$ cat config.mk
export PLATFORM = sky130hd
export DESIGN_NAME = score_display_bcd
export DESIGN_NICKNAME = d
export VERILOG_FILES = /design/src/rtl/score_display_bcd.sv
export SDC_FILE = /design/constraint.sdc
export NUM_CORES = 1
export LEC_CHECK = 0
export CAP_MARGIN = 20
export CORE_MARGIN = 4
export CORE_UTILIZATION = 30
export DETAILED_ROUTE_END_ITERATION = 6
export PLACE_DENSITY = 0.46
export SYNTH_ARGS = -nofsm -noshare
export SYNTH_HDL_FRONTEND = slang
export SYNTH_SLANG_ARGS = --single-unit
export TNS_END_PERCENT = 50
$ cat constraint.sdc
create_clock -name clk -period 8.8 [get_ports clk]
set_input_delay 1.32 -clock clk [delete_from_list [all_inputs] [get_ports clk]]
set_output_delay 1.32 -clock clk [all_outputs]
set_load 0.05 [all_outputs]
$ cat src/rtl/score_display_bcd.sv
// ---------------------------------------------------------------------------
// score_display_bcd
//   Converts a binary score into NUM_DIGITS decimal digits using a sequential
//   double-dabble engine. It then produces the digit-strip ROM address for each
//   pixel of the VGA stream. The score is sampled once per frame, and the
//   display registers change only on commit, so the picture never tears.
//   Leading zeros can be suppressed. The score row is centred on the line.
//   A score at or above 10^NUM_DIGITS is clamped to all nines.
//
// Ports
//   clk           pixel clock
//   resetn        synchronous active-low reset
//   frame_start   one-cycle pulse at start of vertical blank
//   score         binary score, sampled when a conversion is accepted
//   score_offset  top line of the score row
//   x, y          current pixel column / row
//   inside_score  registered: pixel lies on a shown glyph
//   img_addr      registered: ROM address for the current pixel (0 outside)
//   conv_busy     conversion in progress (LOAD..COMMIT)
//   digits_valid  one-cycle pulse in the COMMIT cycle
//   overflow      last committed score was >= 10^NUM_DIGITS
// ---------------------------------------------------------------------------
module score_display_bcd #(
  parameter int SCREEN_WIDTH  = 640,
  parameter int NUM_IMG_WIDTH = 342,
  parameter int NUM_HEIGHT    = 46,
  parameter int NUM_DIGITS    = 4,
  parameter int SCORE_WIDTH   = 16,
  parameter int LEADING_ZEROS = 0
) (
  input  logic                   clk,
  input  logic                   resetn,
  input  logic                   frame_start,
  input  logic [SCORE_WIDTH-1:0] score,
  input  logic [8:0]             score_offset,
  input  logic [9:0]             x,
  input  logic [8:0]             y,
  output logic                   inside_score,
  output logic [31:0]            img_addr,
  output logic                   conv_busy,
  output logic                   digits_valid,
  output logic                   overflow
);

  localparam int NUM_WIDTH = NUM_IMG_WIDTH / 10;
  localparam int BCD_W     = 4 * NUM_DIGITS;
  localparam int CNT_W     = $clog2(SCORE_WIDTH + 1);

  function automatic logic [63:0] pow10(input int n);
    logic [63:0] r;
    r = 64'd1;
    for (int i = 0; i < n; i++) r = r * 64'd10;
    return r;
  endfunction

  function automatic logic [BCD_W-1:0] all_nines();
    logic [BCD_W-1:0] r;
    for (int i = 0; i < NUM_DIGITS; i++) r[4*i +: 4] = 4'd9;
    return r;
  endfunction

  // One double-dabble step: correct every nibble >= 5, then shift in the next bit.
  // Nibbles above NUM_DIGITS are dropped. A correction only carries upward,
  // so the lower digits stay exact.
  function automatic logic [BCD_W-1:0] dabble_shift(input logic [BCD_W-1:0] b,
                                                    input logic bit_in);
    logic [BCD_W-1:0] t;
    t = b;
    for (int i = 0; i < NUM_DIGITS; i++)
      if (t[4*i +: 4] >= 4'd5) t[4*i +: 4] = t[4*i +: 4] + 4'd3;
    return {t[BCD_W-2:0], bit_in};
  endfunction

  // Number of significant digits, never less than one.
  function automatic logic [3:0] sig_digits(input logic [BCD_W-1:0] b);
    logic [3:0] n;
    n = 4'd1;
    for (int i = 0; i < NUM_DIGITS; i++)
      if (b[4*i +: 4] != 4'd0) n = 4'(i + 1);
    return n;
  endfunction

  localparam logic [63:0]      LIMIT = pow10(NUM_DIGITS);
  localparam logic [BCD_W-1:0] NINES = all_nines();

  typedef enum logic [1:0] {IDLE, LOAD, SHIFT, COMMIT} state_t;

  state_t                 state_q;
  logic [SCORE_WIDTH-1:0] shift_q;
  logic [BCD_W-1:0]       bcd_q;
  logic [CNT_W-1:0]       cnt_q;
  logic                   ovf_next_q;
  logic                   pending_q;
  logic [BCD_W-1:0]       disp_q;
  logic [3:0]             shown_q;
  logic                   overflow_q;
  logic                   busy_q;
  logic                   valid_q;
  logic                   inside_q;
  logic [31:0]            addr_q;

  logic                   score_ovf_d;
  logic [BCD_W-1:0]       bcd_d;
  logic [BCD_W-1:0]       commit_d;
  logic [3:0]             shown_d;

  always_comb begin
    score_ovf_d = {{(64-SCORE_WIDTH){1'b0}}, score} >= LIMIT;
    bcd_d       = dabble_shift(bcd_q, shift_q[SCORE_WIDTH-1]);
    commit_d    = ovf_next_q ? NINES : bcd_q;
    shown_d     = (LEADING_ZEROS != 0) ? 4'(NUM_DIGITS) : sig_digits(commit_d);
  end

  // Conversion FSM. Every output it drives is a register.
  always_ff @(posedge clk) begin
    if (!resetn) begin
      state_q    <= IDLE;
      cnt_q      <= '0;
      ovf_next_q <= 1'b0;
      pending_q  <= 1'b0;
      disp_q     <= '0;
      shown_q    <= 4'd1;
      overflow_q <= 1'b0;
      busy_q     <= 1'b0;
      valid_q    <= 1'b0;
    end else begin
      valid_q <= 1'b0;
      case (state_q)
        IDLE: begin
          if (frame_start) begin
            state_q    <= LOAD;
            busy_q     <= 1'b1;
            shift_q    <= score;
            bcd_q      <= '0;
            ovf_next_q <= score_ovf_d;
          end
        end
        LOAD: begin
          state_q <= SHIFT;
          cnt_q   <= '0;
          if (frame_start) pending_q <= 1'b1;
        end
        SHIFT: begin
          bcd_q   <= bcd_d;
          shift_q <= shift_q << 1;
          if (frame_start) pending_q <= 1'b1;
          if (cnt_q == CNT_W'(SCORE_WIDTH - 1)) begin
            state_q <= COMMIT;
            valid_q <= 1'b1;
          end else begin
            cnt_q <= cnt_q + 1'b1;
          end
        end
        COMMIT: begin
          disp_q     <= commit_d;
          overflow_q <= ovf_next_q;
          shown_q    <= shown_d;
          // A frame_start seen during the conversion (or in this cycle) restarts at once.
          if (pending_q || frame_start) begin
            state_q    <= LOAD;
            pending_q  <= 1'b0;
            shift_q    <= score;
            bcd_q      <= '0;
            ovf_next_q <= score_ovf_d;
          end else begin
            state_q <= IDLE;
            busy_q  <= 1'b0;
          end
        end
        default: state_q <= IDLE;
      endcase
    end
  end

  // Render path: it works only from the committed display registers.
  logic [31:0] n32, span, left, x32, y32, off32, base, row;
  logic [3:0]  pos, idx, glyph;
  logic        in_x, in_y, inside_d;
  logic [31:0] addr_d;

  always_comb begin
    n32   = 32'(shown_q);
    span  = n32 * 32'(NUM_WIDTH);
    left  = (32'(SCREEN_WIDTH) - span) >> 1;
    x32   = 32'(x);
    y32   = 32'(y);
    off32 = 32'(score_offset);
    in_y  = (y32 >= off32) && (y32 < off32 + 32'(NUM_HEIGHT));
    in_x  = (x32 >= left) && (x32 < left + span);
    // Find the glyph position with a compare chain instead of a divider.
    pos   = 4'd0;
    base  = left;
    for (int k = 1; k < NUM_DIGITS; k++) begin
      if ((32'(k) < n32) && (x32 >= left + 32'(k * NUM_WIDTH))) begin
        pos  = 4'(k);
        base = left + 32'(k * NUM_WIDTH);
      end
    end
    idx      = shown_q - 4'd1 - pos;
    glyph    = disp_q[{idx, 2'b00} +: 4];
    row      = in_y ? (y32 - off32) : 32'd0;
    inside_d = in_x && in_y;
    addr_d   = inside_d ? (32'(glyph) * 32'(NUM_WIDTH) + (x32 - base) +
                           32'(NUM_IMG_WIDTH) * row) : 32'd0;
  end

  always_ff @(posedge clk) begin
    if (!resetn) begin
      inside_q <= 1'b0;
      addr_q   <= 32'd0;
    end else begin
      inside_q <= inside_d;
      addr_q   <= addr_d;
    end
  end

  assign inside_score = inside_q;
  assign img_addr     = addr_q;
  assign conv_busy    = busy_q;
  assign digits_valid = valid_q;
  assign overflow     = overflow_q;

endmodule

== After elaboration in Yosys (flattened, before gate mapping) ==
Index checks and enable logic that the tools add are counted.
Widths: inputs -> output; s select.

* Reduce and logical (&&, ||, !) cells: 24
* Shifts and indexed selects: 1
* $mul: 3
* Add/sub/neg operators: 17
* Equality and inequality tests: 10
* $lt $le $gt $ge: 15
* Mux-type cells: 36

{| class="wikitable"
|+ Operators with widths
! cell !! count
|-
| $mux 32 || 4
|-
| $ge 10x32->1 || 3
|-
| $pmux 16 s3 || 2
|-
| $mux 16 || 5
|-
| $add 31x7->32 const B || 2
|-
| $add 10x32->32 || 1
|-
| $add 31x10->32 || 1
|-
| $add 31x6->32 const B || 1
|-
| $add 32x32->32 || 1
|-
| $lt 10x32->1 || 1
|-
| $mul 8x32->31 const A || 1
|-
| $sub 10x32->32 || 1
|-
| $ge 10x31->1 || 1
|-
| $mux 4 || 7
|-
| $mul 4x5->9 const B || 2
|-
| $ge 16x14->1 const B || 1
|-
| $ge 4x3->1 const B || 4
|-
| $shiftx 16x7->4 || 1
|-
| $add 4x2->4 const B || 3
|-
| $reduce_bool 4->1 || 3
|-
| $sub 10x10->11 const A || 1
|-
| $add 9x6->10 const B || 1
|-
| $lt 9x10->1 || 1
|-
| $ne 2x2->1 const B || 5
|-
| other kinds (28) || 53
|}

* Bits in registers: 97

== Longest topological paths before layout ==
Gate-level depths: netlist (run 1).

* Depth in word-level cells: 13
* Mapped depth: 42
* Mapped depth without buffers: 40

== Worst setup path after synthesis (run 1) ==
OpenSTA, ideal clock, no wires.

* Path kind: input to register
* Start point: in score_offset[1]
* End point: reg addr_q[31] (netlist: img_addr[31])
* Setup time: 0.128 ns
* Data arrival time: 9.348 ns
* Path slack: -0.676 ns
* Path buffers: 1
* Stages on the path: 39
* Path through: inv_1 ha_1 a21oi_1 xnor2_1 ha_1 o21ai_0 nand2b_1 a311o_1 a32o_1 buf_2 nor3_1 ha_1 fa_1 fa_1 inv_1 fa_1 inv_1 ha_1 [3 not listed] o22a_1 a31o_2 a21o_4 a21oi_4 inv_2 and2_1 ha_1 ha_1 o211ai_1 inv_1 a41oi_1 o31a_1 a311oi_2 o2bb2ai_1 o41ai_2 o21ai_1 xnor2_1 nor2_1

* Word-level cells in the longest chain between the ends: 6
* Elaborated cells on any way between the ends: 10
* Those cells by class: 3 x add/sub; 1 x mul; 2 x order compare; 1 x mux; 3 x reduce/logical

{| class="wikitable"
|+ Ends and longest elaborated chain
! what !! line !! RTL
|-
| from (decl) || 35 || <nowiki>input logic [8:0] score_offset,</nowiki>
|-
| $add 9x6->10 || 188 || <nowiki>in_y = (y32 >= off32) && (y32 < off32 + 32'(NUM_HEIGHT));</nowiki>
|-
| $lt 9x10->1 || 188 ||
|-
| $logic_and 1x1->1 || 188 ||
|-
| $mux 32 || 201 || <nowiki>row = in_y ? (y32 - off32) : 32'd0;</nowiki>
|-
| $mul 8x32->31 || 204 || <nowiki>32'(NUM_IMG_WIDTH) * row) : 32'd0;</nowiki>
|-
| $add 32x32->32 || 203 || <nowiki>addr_d = inside_d ? (32'(glyph) * 32'(NUM_WIDTH) + (x32 - base) +</nowiki>
|-
| to (signal assigned) || 213 || <nowiki>addr_q <= addr_d;</nowiki>
|-
| to (decl) || 100 || <nowiki>logic [31:0] addr_q;</nowiki>
|}

Several ways; a longest one is shown, not always the timed one.
A chain may end at the register's enable or synchronous reset.

== Worst setup path after layout (run 1) ==
* Start point: in score_offset[1]
* End point: reg addr_q[29] (netlist: img_addr[29])

Same word-level chain as after synthesis.

==> out/qor.yml, run 1 <==
outcome:
  status: "complete, no violations"
clocking:
  cts_tree: "yes"
  clk_latency_ns: 0.38
  cts_root_buf: "clkbuf_16"
  clk_path_buf_depth: 2
  cts.sinks: 96
  cts_inserted_buffers: 9
  hold_buffers: 0
  clk_pin_slew_ns: 0.07
  h-tree-depth: 3
setup_path:
  cp_common_cell: "ha_4"
  cp_slowest_cell: "fa_1"
  cpPeakStageDelay_ns: 0.50
  path_max_fanout: 7
  startpoint_type: "primary input"
  required_ns: 9.04
  path_class: "primary input to flop"
  critPathArrivalTime_ns: 8.90
  end_kind: "flop"
route:
  drc: 0
  drt_pass1_iterations: 5
  drt-initial-drc-count: 305
  vias_per_cell: 4.69
  via_count: 9286
  ant_nets: 0
  wire_per_inst_um: 14.0
  wl_um: 27600
global_route:
  grtUsageMet3_pct: 2.23
  grt_usage_pct: 14.6
  use_met1_pct: 19.4
  gr-max-usage-layer: "met2"
  gr-total-overflow: 0
  antenna_found_initial: 0
  met2_usage_pct: 24.9
  grt_pass1_wl_um: 46400
  grt_pass1_vias: 9378
  grt_max_degree: 34
sta:
  setup_viol: 0
  finalCriticalPeriod_ns: 8.66
  report.final.hold_viol_count: 0
  rsz0062_at_grt: "yes"
  finClkSkew_ns: 0.0162
  slew_headroom_pct: 47.8
  worstMarginPinSlew_ns: 0.783
  finalMaxSlewViolations: 0
  max_freq_ghz: 0.116
  period_share_pct: 98.4
  finalSetupTns_ns: 0
final_layout:
  insertedDiodeCount: 0
  post-route-util_pct: 42.4
  nFillCells: 3563
  multi_input_area_um2: 8130
  layout.nets: 1797
  regArea_um2: 2240
  drive_gt1_share_pct: 26.9
  syn2layout_area_growth_pct: 39.5
  final_area_um2: 14600
power:
  internal-power_uw: 3290
  comb_power_share_pct: 82.2
  powerDensity_nw_per_um2: 410
  ir_worst_vdd_uv: 268
  p_switching_uw: 2720
  seqPwrFrac_pct: 10.4
  swShare_pct: 45.2
  p_leak_uw: 0.00677
  p_clk_share_pct: 7.5
yosys:
  synth-seq-cells: 96
  syn_area_um2: 10500
  syn_inst: 1198
  synthTopCellsByArea: "ha_1, dfxtp_1, edfxtp_1"
  synthArstFlopShare_pct: 0
  synth_warnings: 0
  synth_cell_type_count: 80
  synth-edff-count: 32
  syn_avg_cell_area_um2: 8.76
  ys_seq_area_share_pct: 21.4
  synth_top_cell_by_area: "ha_1"
  synthesis.nets: 1477
  synth_top_flop_cell: "dfxtp_1"
  synth_top_area_share_pct: 22.3
die:
  core.rowCount: 68
  die_area_um2: 38000
  ios: 83
  die_width_um: 195
  start_util_pct: 30.4
  die_height_um: 195
  core_um2: 34500
placed_design:
  dpl.hpwl_um: 22300
  routabilityCongestion: 0.897
  placed_area_um2: 13800
  port_buffers: 82
worst_hold_path:
  min_path_type: "flop to flop"
run:
  maxCapViolCount: 0
[cell type report]
| type | count | share of cell area (%) |
|---|---|---|
| clock buffer | 10 | 1.71 |
| sequential | 96 | 15.3 |
| tap | 455 | 3.89 |
| inverter | 156 | 4.10 |
| clock inverter | 6 | 0.564 |
| multi-input combinational | 918 | 55.5 |
| timing repair buffer | 337 | 18.9 |
[per-stage QoR]
stage	std cells	hold WS, ns	total power [uW]	setup slack [ns]
CTS	1972	0.490	5850	0.00614
global placement	1939	0.476	5290	-0.759
finish	1978	0.492	6010	0.145
floorplan	1198	0.460	3430	0.0140
detailed placement	1939	0.478	5270	-0.871
global route	1978	0.524	6680	-0.192
[worst paths after layout]
path,depth (start not counted),slack [ns],from,endpoint
max,41,0.14,score_offset[1],img_addr[29]$_SDFF_PN0_
min reg2reg,2,0.49,conv_busy$_SDFFE_PN0P_,conv_busy$_SDFFE_PN0P_
min,2,0.49,conv_busy$_SDFFE_PN0P_,conv_busy$_SDFFE_PN0P_
max reg2reg,39,0.39,shown_q[1]$_SDFFE_PN0P_,img_addr[29]$_SDFF_PN0_
[synthesized netlist by cell type (14+ instances only)]
cell type,instances
a211oi_1,14
a21o_1,32
a21oi_1,76
clkbuf_1,22
dfxtp_1,64
edfxtp_1,32
fa_1,45
ha_1,187
inv_1,148
mux2_2,17
nand2_1,48
nand2b_1,17
nand3_1,14
nor2_1,123
nor3_1,25
o21ai_0,55
xnor2_1,59
xor2_1,29
[power by group through the flow]
stage / Clock [uW] / Combinational (uW) / Sequential [uW]
final: 449 / 4930 / 623
after floorplan: 0 / 2730 / 703
after CTS: 470 / 4750 / 625
after detailed placement: 0 / 4640 / 635
after global routing: 483 / 5560 / 637
after global placement: 0 / 4660 / 633
[routing by layer]
metal / wire length (um) / share of wire, %
met1: 12900 / 47
met2: 13400 / 49
met3: 788 / 2.9
met4: 466 / 1.7
met5: 0 / 0
[registers in the layout, summed over array words and instances (netlist names)]
register      cells
img_addr         32
inside_score      1
shown_q           3
state_q           2
bcd_q            16
conv_busy         1
disp_q           16
pending_q         1
ovf_next_q        1
digits_valid      1
cnt_q             5
shift_q          16
overflow          1
[logic make-up (layout without fill, tap and decap cells)]
logic type	count (synthesis)	after routing	share of synthesized area, %
flops	96	96	21.4
simple gates	291	291	13.2
xor+xnor	88	88	7.34
buf+inv	184	509	6.71
mux	25	25	2.94
fa+ha+maj	232	232	30.9
compound gates	282	282	17.5
[cells in the final DEF, fill, tap and decap left out, drive strengths merged, types with 13 or more instances in the layout]
cell | Yosys | final
a21oi | 79 | 79
nand2 | 48 | 48
nor3 | 25 | 25
dfxtp | 64 | 64
xnor2 | 59 | 59
a211oi | 15 | 15
a21o | 33 | 33
fa | 45 | 45
nor2 | 123 | 123
nand3 | 14 | 14
buf | 6 | 257
xor2 | 29 | 29
mux2 | 17 | 17
edfxtp | 32 | 32
inv | 150 | 152
ha | 187 | 187
nand2b | 18 | 18
clkbuf | 22 | 13
o21ai | 61 | 61
clkdlybuf4s50 | 0 | 73
[critical path: cells and delay by family]
family          cells  cell delay [ns]
compound gates     17             3.13
fa+ha+maj           9             2.55
simple gates        6             1.04
buf+inv             7             0.57
xor+xnor            2             0.27
[repair_timing]
action | 4_1_cts | 5_1_grt
setup buffers | 17 | 6
setup endpoints to repair | 12 | 17
resized for setup | 48 | 66
pin swaps | 53 | 67
endpoints found under the hold margin | 0 | 0
Note: power is estimated with default switching activity, not from simulation.
==> run 2, diff against run 1 <==
--- a/config.mk
+++ b/config.mk
@@ -5,7 +5,7 @@
 export SDC_FILE = /design/constraint.sdc
 export NUM_CORES = 1
 export LEC_CHECK = 0
-export CAP_MARGIN = 20
+export CAP_MARGIN = 0
 export CORE_MARGIN = 4
 export CORE_UTILIZATION = 30
 export DETAILED_ROUTE_END_ITERATION = 6
==> results of run 2 <==
The final DEF is identical to that of run 1; final timing and power are the same.
==> run 3, diff against run 2 <==
--- a/config.mk
+++ b/config.mk
@@ -13,4 +13,4 @@
 export SYNTH_ARGS = -nofsm -noshare
 export SYNTH_HDL_FRONTEND = slang
 export SYNTH_SLANG_ARGS = --single-unit
-export TNS_END_PERCENT = 50
+export TNS_END_PERCENT = 5
==> run 3 against run 2 <==
  * Utilization decreased by 0.17 points
  * Register-to-register slack improved by 0.02 ns
  * Cell count hardly changed
  * Largest cell class unchanged
  * Clock power is essentially flat
  * Highest routed layer unchanged
==> out/qor.yml, run 3 (same netlist as run 1, synthesis figures left out) <==
setup_path:
  end_kind: "flop"
  critPathArrivalTime_ns: 8.90
  cp_slowest_cell: "fa_1"
  required_ns: 9.04
  path_max_fanout: 7
  startpoint_type: "primary input"
  worst-path-buf-inv: 7
  cp_common_cell: "ha_4"
  path_class: "primary input to flop"
  critPathTopFamily: "compound AO/OA/AOI/OAI gates"
  cpPeakStageDelay_ns: 0.50
placed_design:
  dp_cells: 1939
  routabilityCongestion: 0.897
  dpl.hpwl_um: 22300
  port_buffers: 82
power:
  ir_worst_vdd_uv: 257
  internal-power_uw: 3220
  p_leak_uw: 0.00676
  powerDensity_nw_per_um2: 404
  swShare_pct: 45.3
  total_power_uw: 5890
  comb_power_share_pct: 81.8
  p_switching_uw: 2670
  seqPwrFrac_pct: 10.6
  p_clk_share_pct: 7.6
clocking:
  cts.sinks: 96
  clk_latency_ns: 0.38
  clk_pin_slew_ns: 0.07
  cts_tree: "yes"
  clk_path_buf_depth: 2
  hold_buffers: 0
  h-tree-depth: 3
  cts_inserted_buffers: 9
  cts_root_buf: "clkbuf_16"
route:
  via_count: 9242
  drc: 0
  wl_um: 27400
  highest_layer: "met4"
  drt-initial-drc-count: 302
  drt_pass1_iterations: 4
  wl_met3_um: 809
  vias_per_cell: 4.67
  wl_met2_um: 13300
  ant_nets: 0
  wl_met1_um: 12800
  wire_per_inst_um: 13.8
die:
  die_area_um2: 38000
  die_height_um: 195
  core.rowCount: 68
  core_um2: 34500
  ios: 83
  start_util_pct: 30.4
  die_width_um: 195
sta:
  period_share_pct: 98.4
  finalMaxSlewViolations: 0
  finClkSkew_ns: 0.0161
  report.final.hold_viol_count: 0
  max_freq_ghz: 0.116
  setup_viol: 0
  worstMarginPinSlew_ns: 0.780
  rsz0062_at_grt: "yes"
  finalCriticalPeriod_ns: 8.66
  finalSetupTns_ns: 0
  slew_headroom_pct: 48.0
global_route:
  grt_pass1_vias: 9372
  grt_pass1_wl_um: 46300
  gr-total-overflow: 0
  antenna_found_initial: 0
  grt_usage_pct: 14.5
  grt_max_degree: 34
run:
  maxCapViolCount: 0
final_layout:
  drive_gt1_share_pct: 26.3
  stdcell_count: 1977
  layout_commonest_cell: "buf_4"
  layout_common_cells: "buf_4, ha_1, inv_1, nor2_1, clkdlybuf4s50_1"
  largest_reg_flops: 32
  syn2layout_area_growth_pct: 38.9
  nFillCells: 3577
  insertedDiodeCount: 0
  layout.nets: 1796
  multi_input_area_um2: 8070
  regArea_um2: 2240
worst_hold_path:
  min_path_type: "flop to flop"
outcome:
  status: "complete, no violations"
run 3: through the flow:
step | utilization [%] | cell area (um2) | setup slack (ns) | hold WS, ns
floorplan | - | 10700 | 0.0140 | 0.460
global placement | 39.8 | 13800 | -0.759 | 0.476
detailed placement | 39.8 | 13800 | -0.871 | 0.478
CTS | 41.4 | 14300 | -0.0398 | 0.490
global route | 42.2 | 14600 | -0.205 | 0.524
finish | 42.2 | 14600 | 0.142 | 0.492
run 3: power by group through the flow:
| stage | sequential (uW) | combinational, uW | clock, uW |
|---|---|---|---|
| after floorplan | 703 | 2730 | 0 |
| after global placement | 633 | 4660 | 0 |
| after detailed placement | 635 | 4640 | 0 |
| after CTS | 625 | 4750 | 470 |
| after global routing | 637 | 5450 | 483 |
| final | 623 | 4820 | 449 |
run 3: final timing paths:
path | end | start | depth (start not counted) | slack [ns]
worst max register to register | img_addr[29]$_SDFF_PN0_ | shown_q[1]$_SDFFE_PN0P_ | 40 | 0.41
worst min register to register | conv_busy$_SDFFE_PN0P_ | conv_busy$_SDFFE_PN0P_ | 2 | 0.49
worst min-delay path | conv_busy$_SDFFE_PN0P_ | conv_busy$_SDFFE_PN0P_ | 2 | 0.49
worst max-delay path | img_addr[29]$_SDFF_PN0_ | score_offset[2] | 41 | 0.14
run 3: tightest hold or removal path, stage by stage, from the launching register on:
cell and delay [ns]:
dfxtp_1 0.32, o31ai_1 0.06, a211oi_1 0.06
run 3: area by class of cell:
type | count | share of cell area, %
Timing Repair Buffer | 336 | 18.9
Tap cell | 455 | 3.91
Clock inverter | 6 | 0.567
Clock buffer | 10 | 1.72
Multi-Input combinational cell | 918 | 55.4
Inverter | 156 | 4.11
Sequential cell | 96 | 15.4
run 3: routing by layer:
| layer | vias up | global-route usage [%] |
|---|---|---|
| met1 | 4292 | 19.4 |
| met3 | 23 | 2.23 |
| met5 | - | 0 |
| met4 | 0 | 3.47 |
| li1 | 4804 | - |
| met2 | 123 | 24.8 |
run 3: repair_timing:
action                                 CTS  global route
setup endpoints to repair               12            17
resized for setup                       44            62
endpoints found under the hold margin    0             0
buffers inserted                        16             6
pin swaps                               50            58
